$ cat src/rtl/deskew_ctrl_rx_pkg.sv
// Shared PCS constants and the deskew controller state type.
package deskew_ctrl_rx_pkg;

  localparam int LANE_N           = 4;
  localparam int BLOCK_W          = 66;
  localparam int MAX_SKEW_BIT_N   = 1856;
  // One block of margin is reserved for marker-phase uncertainty.
  localparam int MAX_SKEW_BLOCK_N = (MAX_SKEW_BIT_N - BLOCK_W - 1) / BLOCK_W;

  typedef enum logic [1:0] {
    IDLE    = 2'd0,
    COUNT   = 2'd1,
    ALIGNED = 2'd2
  } deskew_state_e;

endpackage

$ cat src/rtl/deskew_ctrl_rx_if.sv
// Bus between the lane marker front end and the deskew controller.
interface deskew_ctrl_rx_if
  import deskew_ctrl_rx_pkg::*;
#(
  parameter int LANE_N = 4,
  parameter int DLY_W  = 5
);
  // valid_i qualifies one block slot; there is no back-pressure, every
  // output is a level or a one-cycle pulse observed on every cycle.
  logic                      valid_i;
  logic [LANE_N-1:0]         am_v_i;
  logic [LANE_N-1:0]         am_lock_lost_v_i;
  logic [LANE_N*DLY_W-1:0]   delay_sel_o;
  logic                      align_v_o;
  logic                      align_err_o;
  logic                      deskew_rst_o;
  deskew_state_e             state_dbg;

  modport master (
    output valid_i, am_v_i, am_lock_lost_v_i,
    input  delay_sel_o, align_v_o, align_err_o, deskew_rst_o, state_dbg
  );

  modport slave (
    input  valid_i, am_v_i, am_lock_lost_v_i,
    output delay_sel_o, align_v_o, align_err_o, deskew_rst_o, state_dbg
  );
endinterface

$ cat src/rtl/deskew_ctrl_lane_rx.sv
// Per-lane marker capture: remembers whether and when this lane's marker arrived.
module deskew_ctrl_lane_rx #(
  parameter int CNT_W = 6
) (
  input  logic             clk,
  input  logic             reset,
  input  logic             start,
  input  logic             cap_en,
  input  logic             am_v,
  input  logic [CNT_W-1:0] cnt_val,
  output logic             captured,
  output logic [CNT_W-1:0] arr
);

  always_ff @(posedge clk) begin
    if (reset) begin
      captured <= 1'b0;
      arr      <= '0;
    end else if (start) begin
      captured <= am_v;
      arr      <= '0;
    end else if (cap_en && am_v && !captured) begin
      // Only the first marker of a measurement window counts.
      captured <= 1'b1;
      arr      <= cnt_val;
    end
  end

endmodule

$ cat src/rtl/deskew_ctrl_rx.sv
// Measures inter-lane marker skew and produces per-lane delay selects.
module deskew_ctrl_rx #(
  parameter int LANE_N           = deskew_ctrl_rx_pkg::LANE_N,
  parameter int MAX_SKEW_BLOCK_N = deskew_ctrl_rx_pkg::MAX_SKEW_BLOCK_N,
  parameter int DLY_W            = 5
) (
  input  logic             clk,
  input  logic             reset,
  deskew_ctrl_rx_if.slave  bus
);
  import deskew_ctrl_rx_pkg::*;

  // One spare bit so the saturation value never wraps for any legal DLY_W.
  localparam int              CNT_W   = DLY_W + 1;
  localparam logic [CNT_W-1:0] CNT_MAX = CNT_W'(MAX_SKEW_BLOCK_N);
  localparam logic [CNT_W-1:0] CNT_SAT = CNT_W'(MAX_SKEW_BLOCK_N + 1);

  deskew_state_e       state_q, state_d;
  logic [CNT_W-1:0]    cnt_q, cnt_d, cnt_inc;
  logic                err_q, err_d, drst_q, drst_d;
  logic                lane_start, lane_cap_en;
  logic                lost_any, all_done;
  logic [LANE_N-1:0]   captured;
  logic [CNT_W-1:0]    arr [LANE_N];
  logic [CNT_W-1:0]    diff;
  logic [LANE_N*DLY_W-1:0] delay_sel;

  assign lost_any = |bus.am_lock_lost_v_i;
  assign all_done = &(captured | bus.am_v_i);
  assign cnt_inc  = (cnt_q == CNT_SAT) ? cnt_q : cnt_q + 1'b1;

  always_comb begin
    state_d     = state_q;
    cnt_d       = cnt_q;
    err_d       = 1'b0;
    drst_d      = 1'b0;
    lane_start  = 1'b0;
    lane_cap_en = 1'b0;
    if (bus.valid_i) begin
      case (state_q)
        IDLE: begin
          if (|bus.am_v_i) begin
            lane_start = 1'b1;
            cnt_d      = '0;
            state_d    = (&bus.am_v_i) ? ALIGNED : COUNT;
          end
        end
        COUNT: begin
          // Lock loss outranks both the skew limit and completion.
          if (lost_any) begin
            state_d = IDLE;
            drst_d  = 1'b1;
          end else if (cnt_inc > CNT_MAX) begin
            state_d = IDLE;
            err_d   = 1'b1;
            drst_d  = 1'b1;
          end else begin
            cnt_d       = cnt_inc;
            lane_cap_en = 1'b1;
            if (all_done) state_d = ALIGNED;
          end
        end
        ALIGNED: begin
          if (lost_any) begin
            state_d = IDLE;
            drst_d  = 1'b1;
          end
        end
        default: state_d = IDLE;
      endcase
    end
  end

  always_ff @(posedge clk) begin
    if (reset) begin
      state_q <= IDLE;
      cnt_q   <= '0;
      err_q   <= 1'b0;
      drst_q  <= 1'b0;
    end else begin
      state_q <= state_d;
      cnt_q   <= cnt_d;
      err_q   <= err_d;
      drst_q  <= drst_d;
    end
  end

  for (genvar i = 0; i < LANE_N; i++) begin : g_lane
    deskew_ctrl_lane_rx #(.CNT_W(CNT_W)) u_lane (
      .clk      (clk),
      .reset    (reset),
      .start    (lane_start),
      .cap_en   (lane_cap_en),
      .am_v     (bus.am_v_i[i]),
      .cnt_val  (cnt_inc),
      .captured (captured[i]),
      .arr      (arr[i])
    );
  end

  // The latest lane arrived at cnt_q, so its delay is zero.
  always_comb begin
    delay_sel = '0;
    diff      = '0;
    for (int i = 0; i < LANE_N; i++) begin
      diff = cnt_q - arr[i];
      if (state_q == ALIGNED) delay_sel[i*DLY_W +: DLY_W] = diff[DLY_W-1:0];
    end
  end

  assign bus.delay_sel_o  = delay_sel;
  assign bus.align_v_o    = (state_q == ALIGNED);
  assign bus.align_err_o  = err_q;
  assign bus.deskew_rst_o = drst_q;
  assign bus.state_dbg    = state_q;

endmodule

$ cat src/flat_wrapper.sv
// flat-port wrapper written by rule: the top's interface ports become plain ports
module deskew_ctrl_rx_flat import deskew_ctrl_rx_pkg::*;
#(
  parameter int LANE_N           = deskew_ctrl_rx_pkg::LANE_N,
  parameter int MAX_SKEW_BLOCK_N = deskew_ctrl_rx_pkg::MAX_SKEW_BLOCK_N,
  parameter int DLY_W            = 5
)
  (clk, reset, bus_valid_i, bus_am_v_i, bus_am_lock_lost_v_i, bus_delay_sel_o, bus_align_v_o, bus_align_err_o, bus_deskew_rst_o, bus_state_dbg);
  deskew_ctrl_rx_if #(.LANE_N(LANE_N), .DLY_W(DLY_W)) bus_i ();
  input  logic clk;
  input  logic reset;
  input wire logic [$bits(bus_i.valid_i)-1:0] bus_valid_i;
  input wire logic [$bits(bus_i.am_v_i)-1:0] bus_am_v_i;
  input wire logic [$bits(bus_i.am_lock_lost_v_i)-1:0] bus_am_lock_lost_v_i;
  output wire logic [$bits(bus_i.delay_sel_o)-1:0] bus_delay_sel_o;
  output wire logic [$bits(bus_i.align_v_o)-1:0] bus_align_v_o;
  output wire logic [$bits(bus_i.align_err_o)-1:0] bus_align_err_o;
  output wire logic [$bits(bus_i.deskew_rst_o)-1:0] bus_deskew_rst_o;
  output wire logic [$bits(bus_i.state_dbg)-1:0] bus_state_dbg;
  assign bus_i.valid_i = bus_valid_i;
  assign bus_i.am_v_i = bus_am_v_i;
  assign bus_i.am_lock_lost_v_i = bus_am_lock_lost_v_i;
  assign bus_delay_sel_o = bus_i.delay_sel_o;
  assign bus_align_v_o = bus_i.align_v_o;
  assign bus_align_err_o = bus_i.align_err_o;
  assign bus_deskew_rst_o = bus_i.deskew_rst_o;
  assign bus_state_dbg = bus_i.state_dbg;
  deskew_ctrl_rx #(.LANE_N(LANE_N), .MAX_SKEW_BLOCK_N(MAX_SKEW_BLOCK_N), .DLY_W(DLY_W)) u_core (.clk(clk), .reset(reset), .bus(bus_i));
endmodule
$ cat config.mk
export PLATFORM = sky130hd
export DESIGN_NAME = deskew_ctrl_rx_flat
export DESIGN_NICKNAME = d
export VERILOG_FILES = /design/src/rtl/deskew_ctrl_rx_pkg.sv /design/src/rtl/deskew_ctrl_rx_if.sv /design/src/rtl/deskew_ctrl_lane_rx.sv /design/src/rtl/deskew_ctrl_rx.sv /design/src/flat_wrapper.sv
export SDC_FILE = /design/constraint.sdc
export NUM_CORES = 1
export LEC_CHECK = 0
export ABC_AREA = 1
export BUFFER_PORTS_ARGS = -buffer_cell sky130_fd_sc_hd__buf_2
export CAP_MARGIN = 40
export CELL_PAD_IN_SITES_DETAIL_PLACEMENT = 0
export CELL_PAD_IN_SITES_GLOBAL_PLACEMENT = 2
export CORE_ASPECT_RATIO = 1.25
export CORE_UTILIZATION = 36
export CTS_BUF_LIST = sky130_fd_sc_hd__clkbuf_2 sky130_fd_sc_hd__clkbuf_4 sky130_fd_sc_hd__clkbuf_8
export DETAILED_ROUTE_END_ITERATION = 10
export PLACE_DENSITY_LB_ADDON = 0.05
export SLEW_MARGIN = 5
export SYNTH_ARGS = -nofsm -noshare
export SYNTH_HDL_FRONTEND = slang
export SYNTH_HIERARCHICAL = 1
export SYNTH_SLANG_ARGS = --single-unit
$ cat constraint.sdc
create_clock -name clk -period 4.5 [get_ports clk]
set_input_delay 0 -clock clk [delete_from_list [all_inputs] [get_ports clk]]
set_output_delay 0 -clock clk [all_outputs]
set_load 0.02 [all_outputs]
==> impl_metrics.env <==
export IMPL_status="finished clean"
export IMPL_cts_htree_levels=2
export IMPL_pwr_share_comb_pct=25.5
export IMPL_fmax_ghz=0.320
export IMPL_grt_usage_pct=18.4
export IMPL_dp_hpwl_um=4860
export IMPL_intPower_mw=0.512
export IMPL_ff_latch_area_um2=681
export IMPL_hold_end="u_core/g_lane[0].u_lane/captured"
export IMPL_clock_latency_ps=290
export IMPL_drtPass1Iterations=4
export IMPL_clockBufferDepth=2
export IMPL_cts_setup_buffers=0
export IMPL_fin_skew_ps=1.73
export IMPL_crit_fanout=14
export IMPL_drive_gt1_share_pct=17.1
export IMPL_peakVddDrop_uv=104
export IMPL_diodes=0
export IMPL_synth_fp_nets=426
export IMPL_grt_first_pass_wirelength_um=11000
export IMPL_ant_nets=0
export IMPL_regToRegSetupSlack_ps=1370
export IMPL_ctsRootBufferMaster="clkbuf_8"
export IMPL_hold_viol_final=0
export IMPL_netlist_area_um2=2670
export IMPL_fin_crit_ps=3130
export IMPL_dp_cells=507
export IMPL_dieArea_um2=7750
export IMPL_grt_pass1_vias=2268
export IMPL_multiInputGateArea_um2=1640
export IMPL_maxCapViolCount=0
export IMPL_worstHoldStart="bus_am_v_i[0]"
export IMPL_p_sw_mw=0.263
export IMPL_vias=2341
export IMPL_numCtsBuffers=5
export IMPL_wl_per_cell_um=12.5
export IMPL_fp_row_count=34
export IMPL_critPathLaunch="u_core/cnt_q[1]"
export IMPL_cts_clk_slew_worst_paths_ps=70
export IMPL_p_clk_share_pct=31.3
export IMPL_power_density_nw_per_um2=258
export IMPL_cts_sinks=34
export IMPL_pin_count=36
export IMPL_whs_path_depth=3
export IMPL_period_share_pct=69.5
export IMPL_cts_tree="yes"
export IMPL_drc=0
export IMPL_stdcell_count=516
export IMPL_wl_um=6450
export IMPL_fin_tns_setup_ps=0
export IMPL_path_class="flop to flop"
export IMPL_grt_use_met1_pct=22.3
export IMPL_critPathLaunchType="flop"
export IMPL_r2r_end="u_core/g_lane[2].u_lane/arr[4]"
export IMPL_relSlewSlack_pct=48.5
export IMPL_grt_max_degree=15
export IMPL_drtIter0Drc=111
export IMPL_hp_class="input port to flop"
export IMPL_fp_dieH_um=98.2
export IMPL_antenna_found_initial=0
export IMPL_crit_path_end_kind="flop"
export IMPL_cp_data_required_time_ps=4680
export IMPL_nets=461
export IMPL_worstRegToRegCells=10
export IMPL_tightest_slew_ps=771
export IMPL_syn_area_per_cell_um2=6.83
export IMPL_p_sw_share_pct=33.9
export IMPL_synth_cells=390
export IMPL_top_usage_layer="met2"
export IMPL_drv_slew=0
export IMPL_start_util_pct=37.7
export IMPL_fillers=816
export IMPL_use_met2_pct=33.1
export IMPL_arrival_ps=3310
export IMPL_yosysWarnings=6
export IMPL_p_total_mw=0.775
export IMPL_syn_to_final_growth_pct=12.7
export IMPL_die_w_um=79.0
export IMPL_core_area_um2=7060
export IMPL_setup_violations_final=0
export IMPL_grt_setup_unrepaired="no"
export IMPL_via_per_inst=4.54
export IMPL_gp_congestion=0.756
export IMPL_seq_power_share_pct=43.2
export IMPL_io_buffers=35
export IMPL_grtUsageMet3_pct=2.34
export IMPL_gr_total_overflow=0
export IMPL_power_leakage_nw=1.59
export IMPL_r2r_start="u_core/cnt_q[1]"
==> worst max-delay path by stage <==
| stage | end | slack [ps] |
|---|---|---|
| floorplan | u_core/g_lane[0].u_lane/arr[4] | 2130 |
| global placement | u_core/g_lane[2].u_lane/arr[4] | 1440 |
| detailed placement | u_core/g_lane[2].u_lane/arr[4] | 1360 |
| CTS | u_core/g_lane[2].u_lane/arr[4] | 1340 |
| global route | u_core/g_lane[2].u_lane/arr[4] | 1130 |
| finish | u_core/g_lane[2].u_lane/arr[4] | 1370 |
==> sequential cells by signal, summed over array words and instances, names as in the netlist <==
| signal | count |
|---|---|
| u_core/g_lane.u_lane/arr | 20 |
| u_core/cnt_q | 6 |
| u_core/g_lane.u_lane/captured | 4 |
| u_core/bus.state_dbg | 2 |
| u_core/bus.align_err_o | 1 |
| u_core/bus.deskew_rst_o | 1 |
==> placed cells by master, fill, tap and decap left out, types with 4 or more instances in the layout <==
cell type and n:
a21oi_1 11, a31oi_1 4, buf_2 35, clkbuf_8 6, dfxtp_1 34, fa_1 4
ha_1 21, inv_1 70, nand2_1 95, nand2_2 4, nand2_4 4, nand3_1 11
nand3_2 6, nand4_1 5, nor2_1 71, nor2_8 4, o211ai_1 4, o21ai_0 4
xnor2_1 9, xor2_1 5
==> final cells by class <==
class | instances | share of cell area (%)
Inverter | 73 | 9.17
Tap cell | 90 | 3.75
Timing Repair Buffer | 37 | 6.54
Sequential cell | 34 | 22.7
Clock inverter | 1 | 0.167
Clock buffer | 7 | 3.00
Multi-Input combinational cell | 274 | 54.7
==> worst max-delay path, cell delays in order, from the launching register on <==
cell     delay [ps]
dfxtp_1         820
ha_1            340
nand3_1          90
nand2_1         110
nand3_2         200
nand3_4         170
nand3_2          90
nor2_1          560
nand3_2         350
nor2_1          230
nor2_1           60
==> power groups by stage <==
| stage | logic [mW] | registers [mW] | clock network, mW |
|---|---|---|---|
| 2_1_floorplan | 0.150 | 0.331 | 0 |
| 3_3_place_gp | 0.197 | 0.342 | 0 |
| 3_5_place_dp | 0.198 | 0.343 | 0 |
| 4_1_cts | 0.200 | 0.336 | 0.253 |
| 5_1_grt | 0.225 | 0.337 | 0.265 |
| 6_report | 0.198 | 0.335 | 0.242 |
==> per-stage QoR <==
step	cell area (µm²)	util (%)	setup WS, ps	hold slack [ps]
floorplan	2670	-	2130	73.2
global placement	2890	40.9	1440	326
detailed placement	2900	41.0	1360	314
CTS	3000	42.5	1340	25.0
global route	3000	42.5	1130	37.2
finish	3000	42.5	1370	33.2
==> what timing repair did <==
item / 4_1_cts / 5_1_grt
setup endpoints to repair: 0 / 0
resized for setup: 0 / 0
hold endpoints to repair: 1 / 0
hold buffers: 1 / 0
==> metal layers <==
metal / vias to the layer above / routed length [µm]
met5: - / 0
met4: 0 / 89
met3: 6 / 193
met2: 35 / 3150
met1: 1045 / 3010
li1: 1255 / -
Power figures use the tool's default switching activity.
